File: config.mk
export PLATFORM = sky130hd
export DESIGN_NAME = display_scan_ctrl
export DESIGN_NICKNAME = d
export VERILOG_FILES = /design/src/rtl/display_pkg.sv /design/src/rtl/scan_prescaler.sv /design/src/rtl/display_scan_ctrl.sv
export SDC_FILE = /design/constraint.sdc
export NUM_CORES = 1
export LEC_CHECK = 0
export ABC_AREA = 1
export ABC_CLOCK_PERIOD_IN_PS = 3200
export BUFFER_PORTS_ARGS = -buffer_cell sky130_fd_sc_hd__buf_2
export CELL_PAD_IN_SITES_DETAIL_PLACEMENT = 1
export CELL_PAD_IN_SITES_GLOBAL_PLACEMENT = 2
export CORE_MARGIN = 2
export CORE_UTILIZATION = 37
export CTS_CLUSTER_DIAMETER = 50
export DETAILED_ROUTE_END_ITERATION = 8
export GPL_ROUTABILITY_DRIVEN = 0
export PLACE_DENSITY_LB_ADDON = 0.08
export SLEW_MARGIN = 20
export SYNTH_ARGS = -nofsm -noshare
export SYNTH_HDL_FRONTEND = slang
export SYNTH_SLANG_ARGS = --single-unit
File: constraint.sdc
create_clock -name clk -period 3.2 [get_ports clk]
set_input_delay 0.32 -clock clk [delete_from_list [all_inputs] [get_ports clk]]
set_output_delay 0.32 -clock clk [all_outputs]
set_load 0.02 [all_outputs]
File: src/rtl/display_pkg.sv
// Shared constants and helpers for the multiplexed 7-segment display path.
// Digit enables are one-cold; decimal point is active-low.
package display_pkg;

    localparam int NUM_DIGITS = 4;

    localparam logic [3:0] SSD_ALL_OFF = 4'b1111;
    localparam logic [3:0] SSD_DIG0    = 4'b1110;
    localparam logic [3:0] SSD_DIG1    = 4'b1101;
    localparam logic [3:0] SSD_DIG2    = 4'b1011;
    localparam logic [3:0] SSD_DIG3    = 4'b0111;

    localparam logic DP_OFF = 1'b1;

    typedef enum logic [1:0] {
        DIG0 = 2'd0,
        DIG1 = 2'd1,
        DIG2 = 2'd2,
        DIG3 = 2'd3
    } digit_e;

    function automatic logic [3:0] digit_enable(input digit_e idx);
        logic [3:0] en;
        case (idx)
            DIG0:    en = SSD_DIG0;
            DIG1:    en = SSD_DIG1;
            DIG2:    en = SSD_DIG2;
            default: en = SSD_DIG3;
        endcase
        return en;
    endfunction

    // True when this position and every more-significant nibble are zero.
    function automatic logic leading_zero(input logic [15:0] val, input digit_e idx);
        logic lz;
        case (idx)
            DIG1:    lz = (val[15:4] == 12'h000);
            DIG2:    lz = (val[15:8] == 8'h00);
            DIG3:    lz = (val[15:12] == 4'h0);
            default: lz = 1'b0;
        endcase
        return lz;
    endfunction

endpackage

File: src/rtl/scan_prescaler.sv
// Free-running divider: tick is high for one cycle out of every SCAN_DIV.
// Also reusable as a time base for debounce and blink logic.
module scan_prescaler #(
    parameter int SCAN_DIV = 100000
) (
    input  logic clk,
    input  logic rst,
    output logic tick
);

    localparam int CNT_W = $clog2(SCAN_DIV) + 1;
    localparam logic [CNT_W-1:0] CNT_LAST = CNT_W'(SCAN_DIV - 1);

    logic [CNT_W-1:0] cnt_q, cnt_d;

    assign tick = (cnt_q == CNT_LAST);

    always_comb begin
        cnt_d = cnt_q + 1'b1;
        if (tick) begin
            cnt_d = '0;
        end
    end

    always_ff @(posedge clk or posedge rst) begin
        if (rst) begin
            cnt_q <= '0;
        end else begin
            cnt_q <= cnt_d;
        end
    end

endmodule

File: src/rtl/display_scan_ctrl.sv
// Four-digit 7-segment scan controller: frame-latched shadow value, digit walk,
// leading-zero blanking and fully registered display outputs.
module display_scan_ctrl
    import display_pkg::*;
#(
    parameter int SCAN_DIV = 100000
) (
    input  logic        clk,
    input  logic        rst,
    input  logic [15:0] value_in,
    input  logic [3:0]  dp_in,
    input  logic        blank_lz,
    output logic [3:0]  ssd_ctl,
    output logic [3:0]  digit_out,
    output logic        dp_out,
    output logic        frame_start
);

    logic tick;

    scan_prescaler #(.SCAN_DIV(SCAN_DIV)) u_prescaler (
        .clk  (clk),
        .rst  (rst),
        .tick (tick)
    );

    digit_e      idx_q, idx_d;
    logic [15:0] shadow_val_q, shadow_val_d;
    logic [3:0]  shadow_dp_q, shadow_dp_d;
    logic        upd_q, wrap_q;
    logic        wrap;

    logic [3:0]  ssd_q, ssd_d;
    logic [3:0]  digit_q, digit_d;
    logic        dp_q, dp_d;
    logic        fs_q, fs_d;
    logic [3:0]  nibble;
    logic        blank_slot;

    // Stage 1: digit walk and frame latch on tick
    assign wrap = tick && (idx_q == DIG3);

    always_comb begin
        idx_d        = idx_q;
        shadow_val_d = shadow_val_q;
        shadow_dp_d  = shadow_dp_q;
        if (tick) begin
            idx_d = digit_e'(idx_q + 2'd1);
        end
        if (wrap) begin
            shadow_val_d = value_in;
            shadow_dp_d  = dp_in;
        end
    end

    // Stage 2: output registers follow one cycle after the index moves
    assign nibble     = shadow_val_q[{idx_q, 2'b00} +: 4];
    assign blank_slot = blank_lz && leading_zero(shadow_val_q, idx_q);

    always_comb begin
        ssd_d   = ssd_q;
        digit_d = digit_q;
        dp_d    = dp_q;
        fs_d    = 1'b0;
        if (upd_q) begin
            digit_d = nibble;
            fs_d    = wrap_q;
            if (blank_slot) begin
                ssd_d = SSD_ALL_OFF;
                dp_d  = DP_OFF;
            end else begin
                ssd_d = digit_enable(idx_q);
                dp_d  = ~shadow_dp_q[idx_q];
            end
        end
    end

    always_ff @(posedge clk or posedge rst) begin
        if (rst) begin
            idx_q        <= DIG3;
            shadow_val_q <= 16'h0000;
            shadow_dp_q  <= 4'b0000;
            upd_q        <= 1'b0;
            wrap_q       <= 1'b0;
            ssd_q        <= SSD_ALL_OFF;
            digit_q      <= 4'h0;
            dp_q         <= DP_OFF;
            fs_q         <= 1'b0;
        end else begin
            idx_q        <= idx_d;
            shadow_val_q <= shadow_val_d;
            shadow_dp_q  <= shadow_dp_d;
            upd_q        <= tick;
            wrap_q       <= wrap;
            ssd_q        <= ssd_d;
            digit_q      <= digit_d;
            dp_q         <= dp_d;
            fs_q         <= fs_d;
        end
    end

    assign ssd_ctl     = ssd_q;
    assign digit_out   = digit_q;
    assign dp_out      = dp_q;
    assign frame_start = fs_q;

endmodule

**Yosys cells after proc, flatten, opt, wreduce, memory -nomap -nowiden**

Index checks and enable logic that the tools add are counted.

- Bits in latches: 0
- Register bits after elaboration: 52
- Bits in read-only memories: 0
- Memories kept: 0
- Output and inout bits: 10
- Memory bits (writable): 0

- Mux-type cells: 8
- Eq/ne operators: 4
- $mul: 0
- Divide/modulo/power cells: 0
- Bitwise operators: 1
- Shifts and indexed selects: 1
- $lt $le $gt $ge: 1
- Add/subtract/negate cells: 2
- Reductions and logical operators: 6

Operator list:

| cell | count |
|---|---|
| 18-bit by 1-bit adder with 18-bit output (second input constant) | 1 |
| 18-bit by 17-bit equality test with 1-bit output (second input constant) | 1 |
| 18-bit 2-to-1 mux | 1 |
| 16-bit by 5-bit indexed part select with 4-bit output | 1 |
| 12-bit logical NOT | 1 |
| 4-bit case mux with 3 select lines | 1 |
| 8-bit logical NOT | 1 |
| 2-bit equality test (second input constant) | 2 |
| 4-bit logical NOT | 1 |
| 4-bit 2-to-1 mux | 1 |
| 2-bit by 3-bit < comparator with 1-bit output (second input constant) | 1 |
| 1-bit 2-to-1 mux | 3 |
| 1-bit case mux with 3 select lines | 1 |
| 2-bit by 1-bit adder with 2-bit output (second input constant) | 1 |
| 1-bit binary-select mux with 2-bit select | 1 |
| 2-bit by 1-bit equality test with 1-bit output (second input constant) | 1 |
| 1-bit logical AND | 2 |
| 2-bit logical NOT | 1 |
| 1-bit NOT | 1 |

**Depth between registers and ports, before layout**

Gate-level depths: netlist of run 1.

- Depth after elaboration: 4
- Gate-level depth with buffers: 10

**Cells and area by module**

From an unflattened synthesis of run 1, not the netlist that was laid out.

- Cell total of the unflattened synthesis: 330
- Area total of the unflattened synthesis: 2641.3 µm²

By module, submodules not included:

| module | cells each | seq. area each (µm²) | instances | area each (µm²) |
|---|---|---|---|---|
| display_scan_ctrl | 181 | 859.6 | 1 | 1560.2 |
| scan_prescaler | 149 | 450.4 | 1 | 1081.0 |

**Least setup slack after synthesis of run 1**

Ideal clock, no wire load.

- Kind: reg-to-reg
- Start point: register idx_q[0]
- End point: register dp_q (netlist: dp_out)
- Path buffers: 2
- Setup slack: 1.571 ns
- Stages on the path, launching flop included: 10
- Data required time: 3.127 ns
- Data arrival time: 1.556 ns
- Cell sequence: dfstp_2 -> buf_2 -> inv_1 -> buf_2 -> ha_1 -> nor2_1 -> nand3_1 -> inv_1 -> nand2_1 -> a21oi_1

- Cells in the longest elaborated chain, start to end: 4
- Elaborated cells on any way between the ends: 9
- Those cells by class: eq/ne (3); mux (4); bitwise (1); reduce/logical (1)

Ends and longest elaborated chain:

| what | line | text |
|---|---|---|
| start: declaration | display_scan_ctrl.sv:27 | `digit_e idx_q, idx_d;` |
| start signal: assignment | display_scan_ctrl.sv:90 | `idx_q <= idx_d;` |
| 2-bit equality test (tied with other cells) | display_pkg.sv:36 | `case (idx)` |
| 1-bit case mux with 3 select lines / 1-bit 2-to-1 mux (equally long branches) | display_pkg.sv:36, display_scan_ctrl.sv:73 |  |
| 1-bit logical AND / 1-bit NOT (equally long branches) | display_scan_ctrl.sv:58, display_scan_ctrl.sv:73 |  |
| 1-bit 2-to-1 mux * | display_scan_ctrl.sv:68 | `if (blank_slot) begin` |
| end signal: assignment | display_scan_ctrl.sv:97 | `dp_q <= dp_d;` |
| end: declaration | display_scan_ctrl.sv:35 | `logic dp_q, dp_d;` |

Mark *: on every way between the ends. The rest lies on a longest branch, timed or not. The select of a mux whose other input is x is not followed.
A chain may end at the register's enable or synchronous reset.

**Final worst setup path of run 1**

- Start point: register u_prescaler.cnt_q[0]
- End point: register shadow_val_q[9]

- Cells in the longest elaborated chain, start to end: 2

Ends and longest elaborated chain:

| what | line | text |
|---|---|---|
| start: declaration | scan_prescaler.sv:14 | `logic [CNT_W-1:0] cnt_q, cnt_d;` |
| start signal: assignment | scan_prescaler.sv:29 | `cnt_q <= cnt_d;` |
| 18-bit by 17-bit equality test with 1-bit output | scan_prescaler.sv:16 | `assign tick = (cnt_q == CNT_LAST);` |
| 1-bit logical AND | display_scan_ctrl.sv:41 | `assign wrap = tick && (idx_q == DIG3);` |
| end signal: assignment | display_scan_ctrl.sv:91 | `shadow_val_q <= shadow_val_d;` |
| end: declaration | display_scan_ctrl.sv:28 | `logic [15:0] shadow_val_q, shadow_val_d;` |

No other way between the ends.

==> impl_metrics.tcl, run 1 <==
set metrics [dict create \
    status "completed" \
    arrival_ns 2.25 \
    hold_viol 0 \
    num_rows 31 \
    drc 0 \
    grt_setup_unrepaired "no" \
    cts_sinks 52 \
    htree_num_levels 2 \
    clockRootBuffer "clkbuf_8" \
    synth_edf_count 0 \
    vias_per_cell 4.85 \
    drt-total-wl_microns 6480 \
    irDropWorstVdd_v 0.000175 \
    fin_crit_ns 2.06 \
    startpoint_type "register" \
    synth_area_leader_cell "dfrtp_1" \
    yosysWarnings 0 \
    maxSlewViolCount 0 \
    timing.rr.end "shadow_val_q[9]" \
    synth_ff_type "dfrtp_1" \
    setup_slack_ns 1.14 \
    place_area_sq_mm 0.00294 \
    r2r-start "u_prescaler.cnt_q[0]" \
    cp_max_fo 22 \
    synthCells 330 \
    cp-end-kind "register" \
    cts_tree "yes" \
    powerDensity_mw_per_mm2 346 \
    antenna_found_initial 0 \
    min_period_over_period_pct 64.2 \
    reg2reg_depth 7 \
    ys_top_cells_by_area "dfrtp_1 42%, nand2_1 11%, dfstp_2 6.8%" \
    synth_top_area_share_pct 41.8 \
    synth_cell_type_count 22 \
    grt_pass1_wl_microns 10600 \
    io_buffers 32 \
    hpwlAfterDp_microns 4960 \
    core_sq_mm 0.00714 \
    fmax_ghz 0.486 \
    async_flop_share_pct 100 \
    min-delay-path-class "input pin to async pin" \
    synth_common_cells "82 x nand2_1, 45 x dfrtp_1, 45 x nor2_1, 37 x inv_1, 26 x nand4_1" \
    final_nets 391 \
    syn_nets 361 \
    finClkSkew_ns 0.00517 \
    initial_core_util_pct 37.7 \
    worstSetupStartpoint "u_prescaler.cnt_q[0]" \
    cts_buffers 5 \
    overflow 0 \
    grt_max_degree 36 \
    criticalPathCategory "register to register" \
    tightest_slew_ns 0.737 \
    max-slew-margin-rel_pct 50.8 \
    syn_area_sq_mm 0.00269 \
    clock_latency_ns 0.30 \
    cts_setup_buffers 0 \
    antenna_cells 0 \
    maxCapViolations 0 \
    drive_gt1_share_pct 15.2 \
    preCtsSetupSlack_ns 1.12 \
    ctsHoldBuffers 0 \
    path_clk_slew_ns 0.09 \
    ys_seq_area_share_pct 48.6 \
    ant_nets 0 \
    grt_pass1_vias 2209 \
    wl_per_cell_microns 14.1 \
    post_synth.cell_area_avg_sq_um 8.16 \
    cts_buffer_depth 2 \
    setup.worst_path.end "shadow_val_q[9]" \
    ys_ff_latch 52 \
    final_cell_area_sq_mm 0.00302 \
    track_usage_pct 17.5 \
    yosysMostFrequentCell "nand2_1" \
    power.leakage_nw 1.48 \
    die_h_microns 89.3 \
    cp.required_ns 3.40 \
    vias 2229 \
    die_width_microns 89.3 \
    areaGrowthSynthToFinish_pct 12.0 \
    postCtsResizedCells 0 \
    io_pins 33 \
    first_pass_iters 4 \
    dieArea_sq_mm 0.00798 \
    ff2ff_setup_slack_ns 1.14 \
    final_util_pct 42.3 \
    drtIter0Drc 78 \
    setup_violations 0 \
    tns_ns 0 \
]
## cell type report
| cell class | count | area (sq um) |
|---|---|---|
| clock buffer | 7 | 76.3 |
| clock inverter | 1 | 5.00 |
| fill | 927 | 4120 |
| inverter | 37 | 139 |
| multi-input combinational | 228 | 1170 |
| sequential | 52 | 1310 |
| tap | 99 | 124 |
| timing repair buffer | 36 | 190 |
## cell usage in the layout (no fill, tap or decap), drive strengths merged
master	count
nand3	16
o21ai	14
a21oi	9
dfstp	7
nor2	45
dfrtp	45
clkinv	1
nor3	7
ha	8
nand3b	5
buf	36
xnor2	1
a31oi	5
xor2	10
nand4	26
nand2	82
inv	37
clkbuf	7
## state kept, by name (all words and copies together) (netlist names), 2 cells and up
| signal | cells |
|---|---|
| ssd_ctl | 4 |
| shadow_val_q | 16 |
| u_prescaler.cnt_q | 18 |
| shadow_dp_q | 4 |
| digit_out | 4 |
| idx_q | 2 |
## how the worst min path moves through the flow
stage,cells past startpoint,slack [ns],end,start
2_1_floorplan,2,0.41,frame_start,wrap_q
5_1_grt,2,0.19,shadow_dp_q[3],rst
3_3_place_gp,2,0.42,frame_start,wrap_q
4_1_cts,2,0.17,u_prescaler.cnt_q[16],rst
3_5_place_dp,2,0.44,frame_start,wrap_q
6_report,2,0.14,u_prescaler.cnt_q[10],rst
## where the power goes
part / switching, W / leakage, nW / internal (W) / total [W]
sequential: 0 / 0.583 / 0.000657 / 0.000657
clock: 0.000206 / 0.0422 / 0.000154 / 0.000360
combinational: 0.0000171 / 0.860 / 0.0000103 / 0.0000274
total: 0.000223 / 1.48 / 0.000821 / 0.00104
## cell families after synthesis
group / share of synthesized area (%)
simple gates: 30.8
flops: 48.6
buf+inv: 7.85
compound gates: 5.43
xor+xnor: 3.58
fa+ha+maj: 3.72
## through the flow
step           instances  hold WS [ns]  total power, W
6_report             460         0.139         0.00104
5_1_grt              460         0.188         0.00109
4_1_cts              460         0.166         0.00106
3_5_place_dp         452         0.436        0.000698
3_3_place_gp         452         0.424        0.000699
2_1_floorplan        330         0.413        0.000679
## critical path, stage by stage (launching register included)
cell     delay (ns)
dfrtp_1        0.46
ha_1           0.23
nand3_2        0.17
nor3_4         0.20
buf_4          0.27
nand3_2        0.38
nand2_1        0.18
nand2_1        0.06
## routing by layer
layer | vias up | share of wire, % | global-route usage, %
met1 | 1078 | 44 | 21.3
li1 | 1123 | - | -
met4 | 0 | 1.0 | 4.07
met5 | - | 0 | 0
met2 | 23 | 53 | 31.9
met3 | 5 | 2.2 | 3.32
No activity file was read; power rests on OpenSTA's default activity.
==> run 2: changes to the inputs <==
--- a/config.mk
+++ b/config.mk
@@ -6,12 +6,12 @@
 export NUM_CORES = 1
 export LEC_CHECK = 0
 export ABC_AREA = 1
-export ABC_CLOCK_PERIOD_IN_PS = 3200
+export ABC_CLOCK_PERIOD_IN_PS = 2100
 export BUFFER_PORTS_ARGS = -buffer_cell sky130_fd_sc_hd__buf_2
 export CELL_PAD_IN_SITES_DETAIL_PLACEMENT = 1
 export CELL_PAD_IN_SITES_GLOBAL_PLACEMENT = 2
 export CORE_MARGIN = 2
-export CORE_UTILIZATION = 37
+export CORE_UTILIZATION = 34
 export CTS_CLUSTER_DIAMETER = 50
 export DETAILED_ROUTE_END_ITERATION = 8
 export GPL_ROUTABILITY_DRIVEN = 0
==> constraint.sdc (replaced) <==
create_clock -name clk -period 2.1 [get_ports clk]
set_input_delay 0.21 -clock clk [delete_from_list [all_inputs] [get_ports clk]]
set_output_delay 0.21 -clock clk [all_outputs]
set_load 0.02 [all_outputs]
==> impl_metrics.tcl, run 2 (synthesis gave the netlist of run 1 again) <==
set metrics [dict create \
    status "completed" \
    grt_pass1_wl_microns 12100 \
    die_width_microns 93.0 \
    cts_buffer_depth 2 \
    hpwlAfterDp_microns 5250 \
    num_rows 32 \
    cts_tree "yes" \
    min-delay-path-class "input pin to register" \
    gr-max-usage-layer "met2" \
    grt_max_degree 29 \
    fin_crit_ns 1.75 \
    cp_max_fo 20 \
    path_clk_slew_ns 0.10 \
    drt-total-wl_microns 6980 \
    irDropWorstVdd_v 0.000271 \
    overflow 0 \
    criticalPathCategory "register to register" \
    hold_viol 0 \
    antenna_found_initial 0 \
    die_h_microns 93.0 \
    clockRootBuffer "clkbuf_8" \
    drc 0 \
    grt_pass1_vias 2378 \
    powerDensity_mw_per_mm2 577 \
    arrival_ns 2.00 \
    wl_per_cell_microns 14.9 \
    power.leakage_nw 1.54 \
    drive_gt1_share_pct 16.9 \
    antenna_cells 0 \
    io_buffers 32 \
    top_regs "u_prescaler.cnt_q (18), shadow_val_q (16)" \
    core_sq_mm 0.00769 \
    tightest_slew_ns 0.640 \
    final_util_pct 40.7 \
    io_pins 33 \
    htree_num_levels 2 \
    final_nets 397 \
    layout_commonest_cell "nand2_1" \
    clock_latency_ns 0.31 \
    grt_use_met2_pct 31.2 \
    startpoint_type "register" \
    dieArea_sq_mm 0.00865 \
    vias_per_cell 4.79 \
    cts_buffers 5 \
    fin_hold_ws_ns 0.145 \
    cts_sinks 52 \
    areaGrowthSynthToFinish_pct 16.0 \
    vias 2247 \
    grt_setup_unrepaired "no" \
    cp.required_ns 2.34 \
    final_cell_mix "82 x nand2_1, 45 x nor2_1, 45 x dfrtp_1" \
    tns_ns 0 \
    cp-end-kind "register" \
    fmax_ghz 0.571 \
    max-slew-margin-rel_pct 57.3 \
    ant_nets 0 \
    postCtsResizedCells 0 \
    initial_core_util_pct 35.0 \
    min_period_over_period_pct 83.4 \
    first_pass_iters 4 \
    largest-register "u_prescaler.cnt_q" \
    met3_usage_pct 2.66 \
    drtIter0Drc 73 \
    maxCapViolations 0 \
    setup_violations 0 \
    largest_register_ffs 18 \
    track_usage_pct 17.9 \
    finClkSkew_ns 0.0103 \
    grt.met1_usage_pct 23.2 \
    maxSlewViolCount 0 \
]
==> run 2: changes by cell type in the layout (fill, tap and decap cells not counted), sizes merged <==
cell         delta
buf             +5
bufinv          +1
clkinv          -1
dlygate4sd3     +1
==> run 2: repair_timing <==
item / CTS / global route
endpoints found under the setup margin: 0 / 0
setup buffers: 0 / 0
hold endpoints to repair: 10 / 0
hold buffers: 1 / 0
==> run 2: per-stage QoR <==
stage	std cells	total power, W	cell area (sq um)	worst slack, ns
global placement	460	0.00107	2990	0.347
detailed placement	460	0.00107	2990	0.322
global route	469	0.00188	3130	0.166
floorplan	330	0.00104	2690	0.471
finish	469	0.00180	3130	0.348
CTS	469	0.00184	3130	0.297
==> run 2: final timing paths <==
| kind | depth (start not counted) | slack, ns | to | start |
|---|---|---|---|---|
| worst max-delay path | 6 | 0.35 | ssd_ctl[1] | idx_q[0] |
| worst min-delay path | 3 | 0.15 | shadow_dp_q[2] | dp_in[2] |
| worst max register to register | 6 | 0.35 | ssd_ctl[1] | idx_q[0] |
| worst min register to register | 2 | 0.45 | frame_start | wrap_q |
| max in group asynchronous | 4 | 1.00 | shadow_val_q[11] | rst |
| min in group asynchronous | 3 | 0.53 | shadow_dp_q[1] | rst |
==> run 2: power breakdown <==
part | leakage (nW) | switching, W | internal [W]
Sequential | 0.583 | 0 | 0.00100
Clock | 0.0645 | 0.000335 | 0.000421
Combinational | 0.893 | 0.0000279 | 0.0000194
==> run 2: per-layer routing <==
layer	vias to the layer above	wire, microns
li1	1131	-
met1	1084	3210
met2	24	3530
met3	8	147
met4	0	93
met5	-	0
==> run 2: final cells by class <==
type,instances,area [sq um]
flip-flops and latches,52,1310
multi-input cells,228,1170
inverters,37,139
fillers,980,4560
repair buffers,42,250
well taps,102,128
clock inverters,1,30.0
clock buffers,7,96.3
==> run 2: critical path, stage by stage (launching register included) <==
cell,delay [ns]
dfstp_2,0.67
ha_1,0.31
buf_4,0.30
inv_1,0.06
nand2_1,0.09
nand2_1,0.10
a21oi_1,0.15
